## src/rtl/useq_pkg.sv

```systemverilog
// useq_pkg: opcodes, decoder select encodings and micro-word layout for the useq_ctrl sequencer.
package useq_pkg;
    localparam int OPW  = 3;
    localparam int UPCW = 2;

    localparam logic [OPW-1:0] OP_NOP   = 3'd0;
    localparam logic [OPW-1:0] OP_LDA   = 3'd1;
    localparam logic [OPW-1:0] OP_LDB   = 3'd2;
    localparam logic [OPW-1:0] OP_LDOP  = 3'd3;
    localparam logic [OPW-1:0] OP_MOVAB = 3'd4;
    localparam logic [OPW-1:0] OP_MOVBA = 3'd5;
    localparam logic [OPW-1:0] OP_EXEC  = 3'd6;
    localparam logic [OPW-1:0] OP_LDALL = 3'd7;

    localparam logic [2:0] RS_NONE   = 3'b000;
    localparam logic [2:0] RS_IMM_A  = 3'b001;
    localparam logic [2:0] RS_BUS_A  = 3'b010;
    localparam logic [2:0] RS_IMM_B  = 3'b011;
    localparam logic [2:0] RS_BUS_B  = 3'b100;
    localparam logic [2:0] RS_IMM_OP = 3'b101;

    localparam logic [1:0] WS_NONE = 2'b00;
    localparam logic [1:0] WS_A    = 2'b01;
    localparam logic [1:0] WS_B    = 2'b10;
    localparam logic [1:0] WS_OP   = 2'b11;

    typedef enum logic {IDLE, RUN} state_t;

    typedef struct packed {
        logic [2:0] rs;
        logic [1:0] ws;
        logic       alu_go;
        logic       alu_oe;
        logic       last;
    } uword_t;
endpackage

```

## src/rtl/useq_rom.sv

```systemverilog
// useq_rom: combinational microcode ROM mapping (opcode, micro-PC) to a micro-word.
module useq_rom
    import useq_pkg::*;
(
    input  logic [OPW-1:0]  opcode,
    input  logic [UPCW-1:0] upc,
    output uword_t          uw
);
    always_comb begin
        uw = '{rs: RS_NONE, ws: WS_NONE, alu_go: 1'b0, alu_oe: 1'b0, last: 1'b1};
        case (opcode)
            OP_LDA:   uw.rs = RS_IMM_A;
            OP_LDB:   uw.rs = RS_IMM_B;
            OP_LDOP:  uw.rs = RS_IMM_OP;
            OP_MOVAB: begin uw.rs = RS_BUS_B; uw.ws = WS_A; end
            OP_MOVBA: begin uw.rs = RS_BUS_A; uw.ws = WS_B; end
            OP_EXEC: begin
                uw.rs     = (upc == 2'd0) ? RS_NONE : RS_BUS_A;
                uw.alu_go = (upc == 2'd0);
                uw.alu_oe = (upc != 2'd0);
                uw.last   = (upc != 2'd0);
            end
            OP_LDALL: begin
                uw.rs   = (upc == 2'd0) ? RS_IMM_A : (upc == 2'd1) ? RS_IMM_B : RS_IMM_OP;
                uw.last = (upc >= 2'd2);
            end
            default: ;
        endcase
    end
endmodule

```

## src/rtl/useq_ctrl.sv

```systemverilog
// useq_ctrl: microcode sequencer FSM and opcode handshake; USEQ_OVERLAP_EN allows zero-bubble back-to-back issue.
module useq_ctrl
    import useq_pkg::*;
(
    input  logic           clk,
    input  logic           rst_n,
    input  logic           instr_valid,
    output logic           instr_ready,
    input  logic [OPW-1:0] opcode,
    input  logic           hold,
    output logic [2:0]     rs,
    output logic [1:0]     ws,
    output logic           alu_go,
    output logic           alu_oe,
    output logic           busy,
    output logic           done
);
    state_t          state_q, state_d;
    logic [OPW-1:0]  opcode_q, opcode_d;
    logic [UPCW-1:0] upc_q, upc_d;
    uword_t          uw;
    logic            active, take;

    useq_rom u_rom (.opcode(opcode_q), .upc(upc_q), .uw(uw));

    always_comb begin
        busy   = (state_q == RUN);
        active = busy && !hold;
        rs     = active ? uw.rs : RS_NONE;
        ws     = active ? uw.ws : WS_NONE;
        alu_go = active && uw.alu_go;
        alu_oe = active && uw.alu_oe;
        done   = active && uw.last;
`ifdef USEQ_OVERLAP_EN
        instr_ready = !busy || done;
`else
        instr_ready = !busy;
`endif
        take     = instr_valid && instr_ready;
        state_d  = state_q;
        opcode_d = opcode_q;
        upc_d    = upc_q;
        if (take) begin
            state_d  = RUN;
            opcode_d = opcode;
            upc_d    = '0;
        end else if (active) begin
            state_d = uw.last ? IDLE : RUN;
            upc_d   = uw.last ? upc_q : upc_q + 1'b1;
        end
    end

    always_ff @(posedge clk or negedge rst_n) begin
        if (!rst_n) begin
            state_q  <= IDLE;
            opcode_q <= '0;
            upc_q    <= '0;
        end else begin
            state_q  <= state_d;
            opcode_q <= opcode_d;
            upc_q    <= upc_d;
        end
    end
endmodule

```

## config.mk

```make
export PLATFORM = sky130hd
export DESIGN_NAME = useq_ctrl
export DESIGN_NICKNAME = d
export VERILOG_FILES = /design/src/rtl/useq_pkg.sv /design/src/rtl/useq_rom.sv /design/src/rtl/useq_ctrl.sv
export SDC_FILE = /design/constraint.sdc
export NUM_CORES = 1
export LEC_CHECK = 0
export BUFFER_PORTS_ARGS = -buffer_cell sky130_fd_sc_hd__buf_2
export CORE_AREA = 5 5 42 44
export DETAILED_ROUTE_END_ITERATION = 10
export DIE_AREA = 0 0 47 49
export GPL_TIMING_DRIVEN = 0
export PLACE_DENSITY = 0.65
export SYNTH_ARGS = -nofsm -noshare
export SYNTH_HDL_FRONTEND = slang
export SYNTH_SLANG_ARGS = --single-unit
```

## constraint.sdc

```tcl
create_clock -name clk -period 1.65 [get_ports clk]
set_clock_uncertainty 0.1 [all_clocks]
set_input_delay 0.2475 -clock clk [delete_from_list [all_inputs] [get_ports clk]]
set_output_delay 0.2475 -clock clk [all_outputs]
set_load 0.05 [all_outputs]
```

; Word level (Yosys, flattened, before mapping)
; Index checks and enable logic that the tools add are counted.
[word_totals]
mem_bits_ro = 0
latch_bits = 0
ff_bits = 6
elab_cells = 40
out_inout_bits = 10
mem_bits_rw = 0
memories = 0
[classes]
shifts = 0
addsub = 1
n_div = 0
mux = 15
eq_ne = 9
n_mul = 0
n_bitwise = 0
magnitude_cmp = 1
n_reduce_logical = 11
[op_table]
columns = operator, count
row1 = one-hot mux 3 bit (7 select lines), 1
row2 = "equality test 3 bit, second input constant", 4
row3 = 2-to-1 mux 2 bit, 6
row4 = 2-to-1 mux 3 bit, 3
row5 = "equality test 3 x 2 -> 1 bit, second input constant", 2
row6 = logical AND 1 bit, 5
row7 = one-hot mux 2 bit (2 select lines), 1
row8 = nonzero test 2 bit, 2
row9 = "equality test 3 x 1 -> 1 bit, second input constant", 1
row10 = 2-to-1 mux 1 bit, 3
row11 = "adder 2 x 1 -> 2 bit, second input constant", 1
row12 = "equality test 2 x 1 -> 1 bit, second input constant", 1
row13 = ">= comparator 2 bit, second input constant", 1
row14 = zero test 1 bit, 2
row15 = zero test 2 bit, 1
row16 = "!= test 2 x 1 -> 1 bit, second input constant", 1
row17 = one-hot mux 1 bit (2 select lines), 1
row18 = AND reduction 2 bit, 1

; Longest topological paths before layout
; Gate-level depths: netlist of run 1.
[logic_depth]
ltp_word = 5
ltp_mapped = 5

; Hierarchy
; A second synthesis of run 1 with hierarchy kept.
[hier_totals]
cells_unflattened = 49
hier_area_um2 = 414.1
[by_module_without_submodules]
columns = module, instances, cells_each, area_per_inst_um2
row1 = useq_ctrl, 1, 30, 311.5
row2 = useq_rom, 1, 19, 102.6

; Least setup slack after synthesis of run 1
; OpenSTA, ideal clock, no wires.
[synth_path]
path_type = register to output
start = register state_q, in the netlist busy
end = output port ws[0]
required_time_ps = 1302
arrival_time_ps = 1944
n_path_buf = 0
stages_incl_launch_ff = 3
path_slack_ps = -642
path_cell_list = dfrtp_1 -> nand3b_1 -> nor3_1
[synth_via]
elab_chain_len = 2
[synth_rtl]
columns = item, line_no
row1 = "start, declared", useq_ctrl.sv:18  ; state_t state_q, state_d;
row2 = "start signal, assigned", useq_ctrl.sv:59  ; state_q <= state_d;
row3 = logical AND 1 bit, useq_ctrl.sv:28  ; active = busy && !hold;
row4 = 2-to-1 mux 2 bit, useq_ctrl.sv:30  ; ws = active ? uw.ws : WS_NONE;
row5 = "end, declared", useq_ctrl.sv:12  ; output logic [1:0] ws,
; Every way passes these cells.

; Worst setup path in the final report of run 1
[layout_path]
start = register upc_q[1]
end = output port rs[2]
[layout_via]
elab_chain_len = 5
elab_cells_between_ends = 6
cone_classes = 1 x eq/ne / 4 x mux / 1 x reduce/logical
[layout_rtl]
columns = item, line_no
row1 = "start, declared", useq_ctrl.sv:20  ; logic [UPCW-1:0] upc_q, upc_d;
row2 = "start signal, assigned", useq_ctrl.sv:61  ; upc_q <= upc_d;
row3 = equality test 2 x 1 -> 1 bit, useq_rom.sv:24  ; uw.rs = (upc == 2'd0) ? RS_IMM_A : (upc == 2'd1) ? RS_IMM_B : RS_IMM_OP;
row4 = 2-to-1 mux 3 bit, useq_rom.sv:24
row5 = 2-to-1 mux 3 bit *, useq_rom.sv:24
row6 = one-hot mux 3 bit (7 select lines) *, useq_rom.sv:11  ; case (opcode)
row7 = 2-to-1 mux 3 bit *, useq_ctrl.sv:29  ; rs = active ? uw.rs : RS_NONE;
row8 = "end, declared", useq_ctrl.sv:11  ; output logic [2:0] rs,
; Every way passes the cells marked *; elsewhere a longest branch is shown, timed or not.

==> results.rst, run 1 <==
.. list-table::
   :header-rows: 1

   * - Metric
     - Value
   * - Placer congestion estimate
     - 0.673
   * - Synth Net Count
     - 62
   * - Fraction of layout instances using a drive strength above 1
     - 71.9%
   * - Power per unit of standard cell area
     - 1940 nW/µm²
   * - Net count, final
     - 101
   * - Height of the chip
     - 49 µm
   * - Violation count after the first detailed-route iteration
     - 7
   * - Diode count
     - 0
   * - Worst hold start
     - opcode[0]
   * - HPWL reported at the end of detailed placement
     - 834 µm
   * - PortBufs
     - 16
   * - Root buffer cell
     - clkbuf_4
   * - Most common cell after layout, fill and taps aside
     - buf_4
   * - Mapped cell area
     - 479 µm²
   * - Clock-pin slew of the registers on the worst-case setup and hold paths
     - 0.05 ns
   * - Util after Layout
     - 66.5%
   * - Number of remaining DRC errors
     - 0
   * - Via count of the first global-routing pass
     - 497
   * - Commonest cells after routing, fill and taps aside
     - 16 x buf_4, 8 x buf_6, 8 x buf_2
   * - Cell Rows
     - 14
   * - Top-Level Pins
     - 17
   * - CTS tree
     - built
   * - Critical Path Start
     - upc_q[1]$_DFFE_PN0P_
   * - Proportion of power drawn by flip-flops and latches
     - 16.0%
   * - Distinct cell type count after synthesis
     - 28
   * - Min-delay worst type
     - primary input to register
   * - Avg Inst Size Synth
     - 9.40 µm²
   * - Synth area leader
     - dfrtp_1
   * - Peak clock frequency supported by timing
     - 508 MHz
   * - Area growth from synthesis to layout
     - 94.5%
   * - Failing checks
     - setup timing
   * - Internal power component
     - 0.930 mW
   * - Routed length on met1
     - 542 µm
   * - Minimum setup slack after placement
     - -0.145 ns
   * - Overflow left after global routing
     - 0
   * - Relative contribution of combinational cells to total power
     - 75.9%
   * - Skew-Pair Late Insertion Delay
     - 0.25 ns
   * - Sw Share
     - 48.5%
   * - Final-report hold violation count
     - 0
   * - Pin count of the biggest net entering global routing
     - 10
   * - Total leakage power
     - 0.411 nW
   * - Global-route usage over all layers
     - 13.0%
   * - Final setup violation count
     - 7
   * - Total number of yosys warnings
     - 0
   * - Met2 Routed Length
     - 685 µm
   * - Routed wire per std cell
     - 12.6 µm
   * - Count of H-tree levels built during CTS
     - 1
   * - Via count normalized by instance count
     - 4.88
   * - Final critical path time including I/O delays and setup
     - 1.97 ns
   * - Worst IR Drop VDD
     - 0.00109 V
   * - CTS Buf Count
     - 3
   * - Worst rel slew slack
     - 69.7%
   * - Synthesized flop and latch total
     - 6
   * - Fraction of post-synthesis cell area in the top cell type by area
     - 31.3%
   * - Initial Util
     - 34.2%
   * - Cell area after placement
     - 652 µm²
   * - Max Fanout on Critical Path
     - 4
   * - Proportion of synthesized chip area in sequential cells
     - 31.3%
   * - Area contributors post-synth
     - dfrtp_1 31%, ha_1 10%, and4bb_1 5.2%
   * - Post-detailed-route count of antenna-violating nets
     - 0
   * - Critical Setup Path Class
     - register to output port
   * - Count of vias placed by the detailed router
     - 512
   * - Accumulated negative setup slack
     - -1.12 ns
   * - Final setup margin
     - -0.319 ns
   * - Max-slew violations
     - 0
   * - Outcome
     - finished, violations left
   * - Core region area
     - 1400 µm²
   * - Final cycle utilization of the critical path
     - 119%
   * - Critical path endpoint category
     - output port
   * - Max Buffers Root-to-Sink
     - 2
   * - Global-route wire length before repair
     - 2.14 mm
   * - Met3 WL post-DR
     - 43 µm
   * - Top routing layer used
     - met4
   * - Clock power share
     - 8.1%
   * - Sw Pwr
     - 0.875 mW
   * - Post-layout instance area
     - 932 µm²
   * - Worst Path Required
     - 1.30 ns
   * - Total wirelength of the detailed-routed design
     - 1.32 mm
   * - Start of the worst register-to-register path
     - upc_q[1]$_DFFE_PN0P_
   * - Clock Sink Count
     - 6
   * - Worst setup SP type
     - register
   * - Number of standard cells after synthesis
     - 51
   * - Max-cap violations
     - 0
   * - Initial DRT Pass Iterations
     - 3
   * - Setup repair after global routing missed its margin
     - yes
   * - Number of antenna violations at the first check in global routing
     - 0
   * - Die width
     - 47 µm
   * - CP arrival
     - 1.62 ns
   * - Slew at the pin closest to its max-slew limit
     - 0.455 ns
   * - Die ar.
     - 2300 µm²
==> layout make-up <==
cell class | instances | area (µm²)
fillers | 115 | 469
inverters | 6 | 27.5
plain buffers | 2 | 22.5
repair buffers | 34 | 283
clock buffers | 4 | 26.3
flip-flops and latches | 6 | 153
well taps | 16 | 20.0
multi-input cells | 37 | 400
==> worst paths after layout <==
path | endpoint | slack (ns) | cells after the start
min | opcode_q[0]$_DFFE_PN0P_ | 0.11 | 3
max | rs[2] | -0.32 | 7
min reg2reg | busy$_DFFE_PN0P_ | 0.51 | 1
max in group asynchronous | busy$_DFFE_PN0P_ | 1.05 | 2
min in group asynchronous | opcode_q[1]$_DFFE_PN0P_ | 0.24 | 2
max reg2reg | upc_q[0]$_DFFE_PN0P_ | -0.04 | 6
==> worst max-delay path, cell delays in order, from the launching register on <==
cell     delay [ns]
dfrtp_1        0.42
inv_2          0.10
buf_4          0.15
ha_2           0.16
o21ai_2        0.14
a31oi_2        0.12
nor2_4         0.12
buf_8          0.15
==> routing by layer <==
metal	vias up	GRT usage [%]
met4	0	9.68
li1	256	-
met1	238	16.4
met2	12	19.5
met3	6	1.11
met5	-	0
==> flip-flops by register name, indices dropped and copies added, names as in the netlist <==
| signal | cells |
|---|---|
| opcode_q | 3 |
| busy | 1 |
| upc_q | 2 |
==> synthesized netlist by cell type <==
cell type / number
mux2_4: 1
nor3b_1: 1
o21ai_0: 3
maj3_1: 1
buf_6: 1
a31oi_1: 1
nor2b_2: 1
ha_1: 4
o21bai_2: 1
nor3_1: 2
clkinv_1: 1
dfrtp_1: 6
o21a_1: 1
and3_4: 1
a21oi_1: 1
nand2b_1: 1
nand3b_1: 1
o211ai_1: 1
nand2_1: 4
nand3_1: 1
mux2_2: 1
and4bb_1: 2
o22a_1: 1
inv_1: 5
buf_4: 1
and3b_1: 1
o32ai_2: 1
nor2_1: 5
==> kinds of logic (layout without fill, tap and decap cells) <==
kind of cell / count (synthesis) / after routing / synth area share [%]
AO/OA/AOI/OAI: 10 / 10 / 16.2
adder cells (fa/ha/maj): 5 / 5 / 12.5
buffers and inverters: 8 / 46 / 8.62
flip-flops: 6 / 6 / 31.3
multiplexers: 2 / 2 / 5.48
AND/OR/NAND/NOR: 20 / 20 / 25.8
==> repair_timing <==
action                                  4_1_cts  5_1_grt
hold buffers                                  1        0
pin swaps                                    11        7
endpoints found under the setup margin        8        9
gates resized for setup                      28        7
buffers inserted                             12        5
hold endpoints to repair                      6        0
==> through the flow <==
step | power [mW] | instances | hold WS (ns)
CTS | 1.68 | 100 | 0.0941
global route | 1.92 | 105 | 0.111
global placement | 1.20 | 83 | -0.0260
finish | 1.81 | 105 | 0.107
detailed placement | 1.22 | 83 | -0.0252
floorplan | 1.05 | 51 | -0.148
==> power groups by stage <==
stage / clock (mW) / sequential (mW) / combinational (mW)
2_1_floorplan: 0 / 0.317 / 0.732
3_3_place_gp: 0 / 0.283 / 0.919
3_5_place_dp: 0 / 0.289 / 0.931
4_1_cts: 0.155 / 0.284 / 1.24
5_1_grt: 0.157 / 0.301 / 1.46
6_report: 0.147 / 0.289 / 1.37
(Power assumes the default switching activity.)
==> run 2: changes to the inputs <==
--- a/config.mk
+++ b/config.mk
@@ -11,6 +11,7 @@
 export DIE_AREA = 0 0 47 49
 export GPL_TIMING_DRIVEN = 0
 export PLACE_DENSITY = 0.65
+export REMOVE_ABC_BUFFERS = 1
 export SYNTH_ARGS = -nofsm -noshare
 export SYNTH_HDL_FRONTEND = slang
 export SYNTH_SLANG_ARGS = --single-unit
==> results.rst, run 2 (same netlist as run 1, synthesis figures left out) <==
.. list-table::
   :header-rows: 1

   * - Metric
     - Value
   * - Clock-pin slew of the registers on the worst-case setup and hold paths
     - 0.04 ns
   * - Area growth from synthesis to layout
     - 86.4%
   * - Final-report hold violation count
     - 0
   * - Worst Path Required
     - 1.30 ns
   * - Number of cells on the worst hold path
     - 3
   * - Worst IR Drop VDD
     - 0.00107 V
   * - Peak clock frequency supported by timing
     - 517 MHz
   * - Violation count after the first detailed-route iteration
     - 6
   * - Final setup margin
     - -0.285 ns
   * - Worst rel slew slack
     - 75.7%
   * - Worst setup SP type
     - register
   * - Initial Util
     - 34.2%
   * - Post-detailed-route count of antenna-violating nets
     - 0
   * - Initial DRT Pass Iterations
     - 4
   * - Die width
     - 47 µm
   * - Height of the chip
     - 49 µm
   * - Via count normalized by instance count
     - 4.97
   * - Cell area after placement
     - 561 µm²
   * - Critical path endpoint category
     - output port
   * - FF-to-FF path depth
     - 7
   * - Slew at the pin closest to its max-slew limit
     - 0.364 ns
   * - Outcome
     - finished, violations left
   * - Commonest cells after routing, fill and taps aside
     - 12 x buf_6, 12 x buf_4, 8 x buf_2
   * - Placer congestion estimate
     - 0.718
   * - Worst hold start
     - opcode[1]
   * - Core region area
     - 1400 µm²
   * - Register with the highest flop count
     - opcode_q
   * - Clock Sink Count
     - 6
   * - Top-Level Pins
     - 17
   * - CP arrival
     - 1.59 ns
   * - Start of the worst register-to-register path
     - upc_q[0]$_DFFE_PN0P_
   * - Power per unit of standard cell area
     - 1930 nW/µm²
   * - Max-slew violations
     - 0
   * - Fraction of layout instances using a drive strength above 1
     - 70.9%
   * - Skew-Pair Late Insertion Delay
     - 0.23 ns
   * - HPWL reported at the end of detailed placement
     - 834 µm
   * - Critical Setup Path Class
     - register to output port
   * - Via count of the first global-routing pass
     - 468
   * - PortBufs
     - 16
   * - Diode count
     - 0
   * - Routed wire per std cell
     - 14.5 µm
   * - Final cycle utilization of the critical path
     - 117%
   * - Total leakage power
     - 0.397 nW
   * - Max Buffers Root-to-Sink
     - 2
   * - Number of flip-flops under the largest register name
     - 3
   * - Minimum setup slack after placement
     - -0.197 ns
   * - Cell Rows
     - 14
   * - Setup repair after global routing missed its margin
     - yes
   * - Max-cap violations
     - 0
   * - CTS tree
     - built
   * - Total wirelength of the detailed-routed design
     - 1.48 mm
   * - Number of antenna violations at the first check in global routing
     - 0
   * - Die ar.
     - 2300 µm²
   * - Pin count of the biggest net entering global routing
     - 10
   * - Max Fanout on Critical Path
     - 2
   * - Net count, final
     - 99
   * - Final setup violation count
     - 9
   * - Count of H-tree levels built during CTS
     - 1
   * - CTS Buf Count
     - 3
   * - Overflow left after global routing
     - 0
   * - Global-route usage over all layers
     - 12.7%
   * - Crit Reg-Reg Endpoint
     - upc_q[0]$_DFFE_PN0P_
   * - Accumulated negative setup slack
     - -0.884 ns
   * - Global-route wire length before repair
     - 2.10 mm
   * - Final critical path time including I/O delays and setup
     - 1.94 ns
   * - Number of remaining DRC errors
     - 0
   * - Post-layout instance area
     - 893 µm²
   * - Min-delay worst type
     - primary input to register
   * - Hold EP
     - opcode_q[1]$_DFFE_PN0P_
   * - Total of fill cells in the finished design
     - 115
   * - Root buffer cell
     - clkbuf_4
   * - Count of vias placed by the detailed router
     - 507
   * - Failing checks
     - setup timing
   * - Reg-to-reg setup timing slack
     - -0.12 ns
==> run 2: cell count changes in the layout (fill, tap and decap cells not counted), sizes merged <==
| cell | before | now |
|---|---|---|
| clkbuf | 4 | 3 |
| buf | 35 | 33 |
==> run 2: layer usage <==
layer	routed length (µm)	track usage, %	part of all wire (%)
met1	621	16.0	42
met3	68	0.738	4.6
met4	10	8.76	0.67
met2	782	19.7	53
met5	0	0	0
==> run 2: what timing repair did <==
action,CTS,global route
hold endpoints to repair,6,0
pin swaps,8,10
gates cloned,0,0
buffers inserted,13,4
gates resized for setup,33,16
endpoints found under the setup margin,9,9
hold buffers,1,0
==> run 2: worst max-delay path by stage <==
stage	startpoint	to	slack (ns)	cells after the start
CTS	upc_q[0]$_DFFE_PN0P_	done	-0.24	6
global placement	upc_q[0]$_DFFE_PN0P_	done	-0.16	6
global route	upc_q[0]$_DFFE_PN0P_	done	-0.33	6
floorplan	busy$_DFFE_PN0P_	ws[0]	-0.64	2
finish	upc_q[1]$_DFFE_PN0P_	done	-0.29	6
detailed placement	upc_q[0]$_DFFE_PN0P_	done	-0.20	6
==> run 2: layout make-up <==
class	count	area, µm²	area share (%)
clock buffer	3	22.5	2.52
tap	16	20.0	2.24
timing repair buffer	34	290	32.5
sequential	6	155	17.4
multi-input combinational	37	382	42.7
inverter	6	23.8	2.66
==> run 2: power breakdown <==
group	switching (mW)	leakage (nW)	internal [mW]	total (mW)
logic	0.662	0.313	0.600	1.26
registers	0.115	0.0705	0.221	0.336
clock network	0.0428	0.0138	0.0816	0.124
==> run 2: per-stage QoR <==
step                hold slack, ns  cells  utilization, %  total power [mW]
global route                 0.130    102            63.7              1.83
detailed placement         -0.0221     81            40.0              1.03
floorplan                   -0.148     49               -             0.864
finish                       0.118    102            63.7              1.72
global placement           -0.0234     81            40.0              1.01
CTS                          0.114     98            56.9              1.52
==> run 2: critical path, cell delays in order (launching register included) <==
cell      delay (ns)
dfrtp_1         0.39
buf_6           0.13
ha_4            0.14
and4bb_1        0.30
o21a_1          0.19
nor2_2          0.05
buf_6           0.15
==> run 3: changes to the inputs <==
--- a/config.mk
+++ b/config.mk
@@ -11,6 +11,7 @@
 export DIE_AREA = 0 0 47 49
 export GPL_TIMING_DRIVEN = 0
 export PLACE_DENSITY = 0.65
+export RECOVER_POWER = 25
 export REMOVE_ABC_BUFFERS = 1
 export SYNTH_ARGS = -nofsm -noshare
 export SYNTH_HDL_FRONTEND = slang
==> results.rst, run 3 (same netlist as run 1, synthesis figures left out) <==
.. list-table::
   :header-rows: 1

   * - Metric
     - Value
   * - HPWL reported at the end of detailed placement
     - 834 µm
   * - Global-route usage over all layers
     - 12.7%
   * - Outcome
     - finished, violations left
   * - Max Buffers Root-to-Sink
     - 2
   * - CTS Buf Count
     - 3
   * - Worst setup SP type
     - register
   * - Peak clock frequency supported by timing
     - 517 MHz
   * - Crit Reg-Reg Endpoint
     - upc_q[0]$_DFFE_PN0P_
   * - Overflow left after global routing
     - 0
   * - Critical-path top delay cell
     - dfrtp_1
   * - Failing checks
     - setup timing
   * - Fraction of layout instances using a drive strength above 1
     - 69.8%
   * - Hold EP
     - opcode_q[1]$_DFFE_PN0P_
   * - Number of cells in the design after placement
     - 81
   * - Die width
     - 47 µm
   * - Delay of the slowest cell on the worst path
     - 0.39 ns
   * - Power per unit of standard cell area
     - 1930 nW/µm²
   * - Final cycle utilization of the critical path
     - 117%
   * - Critical Path, Cell by Cell
     - buf_6 > ha_4 > and4bb_1 > o21a_1 > nor2_2 > buf_6
   * - Total of fill cells in the finished design
     - 116
   * - Top-Level Pins
     - 17
   * - Global-route wire length before repair
     - 2.10 mm
   * - Area growth from synthesis to layout
     - 86.2%
   * - Placer congestion estimate
     - 0.718
   * - Initial Util
     - 34.2%
   * - Critical Path Start
     - upc_q[1]$_DFFE_PN0P_
   * - Height of the chip
     - 49 µm
   * - Skew-Pair Late Insertion Delay
     - 0.23 ns
   * - Core region area
     - 1400 µm²
   * - Final setup margin
     - -0.285 ns
   * - Final critical path time including I/O delays and setup
     - 1.94 ns
   * - CTS tree
     - built
   * - Min-delay worst type
     - primary input to register
   * - FF-to-FF path depth
     - 7
   * - Violation count after the first detailed-route iteration
     - 6
   * - Clock-pin slew of the registers on the worst-case setup and hold paths
     - 0.04 ns
   * - Cell Rows
     - 14
   * - Setup repair after global routing missed its margin
     - yes
   * - Register with the highest flop count
     - opcode_q
   * - Number of cells on the worst hold path
     - 3
   * - Number of flip-flops under the largest register name
     - 3
   * - Start of the worst register-to-register path
     - upc_q[0]$_DFFE_PN0P_
   * - Count of H-tree levels built during CTS
     - 1
   * - Total wirelength of the detailed-routed design
     - 1.48 mm
   * - Count of vias placed by the detailed router
     - 509
   * - Worst Path Required
     - 1.30 ns
   * - Max-cap violations
     - 0
   * - Total leakage power
     - 0.394 nW
   * - Number of remaining DRC errors
     - 0
   * - Post-detailed-route count of antenna-violating nets
     - 0
   * - Net count, final
     - 99
   * - Final-report hold violation count
     - 0
   * - Via count of the first global-routing pass
     - 468
   * - Initial DRT Pass Iterations
     - 4
   * - Slew at the pin closest to its max-slew limit
     - 0.363 ns
   * - Number of antenna violations at the first check in global routing
     - 0
   * - Pin count of the biggest net entering global routing
     - 10
   * - Clock Sink Count
     - 6
   * - Die ar.
     - 2300 µm²
   * - Reg-to-reg setup timing slack
     - -0.12 ns
   * - Worst hold start
     - opcode[1]
   * - Worst rel slew slack
     - 75.7%
   * - Hold slack
     - 0.118 ns
   * - Critical Setup Path Class
     - register to output port
   * - Via count normalized by instance count
     - 4.99
   * - Most frequent CP cell
     - buf_6
   * - Critical path endpoint category
     - output port
   * - Max-slew violations
     - 0
   * - Root buffer cell
     - clkbuf_4
   * - Non-filler instance count after layout
     - 102
   * - Max Fanout on Critical Path
     - 2
   * - Routed wire per std cell
     - 14.5 µm
   * - Final setup violation count
     - 9
   * - Diode count
     - 0
   * - PortBufs
     - 16
   * - Worst IR Drop VDD
     - 0.00107 V
   * - CP arrival
     - 1.59 ns
   * - Commonest cells after routing, fill and taps aside
     - 12 x buf_6, 12 x buf_4, 7 x buf_2
==> run 3: changes by cell type in the layout (fill, tap and decap cells not counted) <==
cell,before,now
buf_2,8,7
clkbuf_1,0,1
==> run 3: layout make-up <==
type | count | area (µm²) | area share (%)
timing repair buffer | 34 | 289 | 32.4
sequential | 6 | 155 | 17.4
clock buffer | 3 | 22.5 | 2.52
multi-input combinational | 37 | 382 | 42.8
tap | 16 | 20.0 | 2.24
inverter | 6 | 23.8 | 2.66
==> run 3: per-stage QoR <==
step / power (mW) / area [µm²] / setup TNS, ns / setup slack [ns] / utilization [%]
detailed placement: 1.03 / 561 / -0.389 / -0.197 / 40.0
floorplan: 0.864 / 460 / -3.03 / -0.642 / -
global route: 1.83 / 892 / -1.44 / -0.331 / 63.7
CTS: 1.52 / 797 / -0.688 / -0.238 / 56.9
global placement: 1.01 / 561 / -0.269 / -0.156 / 40.0
finish: 1.72 / 892 / -0.883 / -0.285 / 63.7
==> run 3: critical path, delay by kind of cell (launching register included) <==
kind,cells,cell delay (ns)
flops,1,0.39
fa+ha+maj,1,0.14
buf+inv,2,0.28
compound gates,1,0.19
simple gates,2,0.35
==> run 3: what timing repair did <==
action / CTS / global route
gates resized for setup: 33 / 16
pin swaps: 8 / 10
setup endpoints to repair: 9 / 9
hold buffers: 1 / 0
hold endpoints to repair: 6 / 0
buffers inserted: 13 / 4
==> run 3: report_power, final <==
group,total (mW),switching [mW],internal (mW)
clock,0.124,0.0428,0.0816
combinational,1.26,0.662,0.600
sequential,0.336,0.115,0.221
total,1.72,0.820,0.902
==> run 3: routing by layer <==
layer | wire (µm) | up-vias | track usage [%]
li1 | - | 249 | -
met1 | 616 | 238 | 16.0
met2 | 785 | 20 | 19.7
met3 | 68 | 2 | 0.738
met4 | 10 | 0 | 8.76
met5 | 0 | - | 0
==> run 3: how the worst max path moves through the flow <==
stage	depth (start not counted)	slack, ns	to
final	6	-0.29	done
after global routing	6	-0.33	done
after CTS	6	-0.24	done
after detailed placement	6	-0.20	done
after global placement	6	-0.16	done
after floorplan	2	-0.64	ws[0]
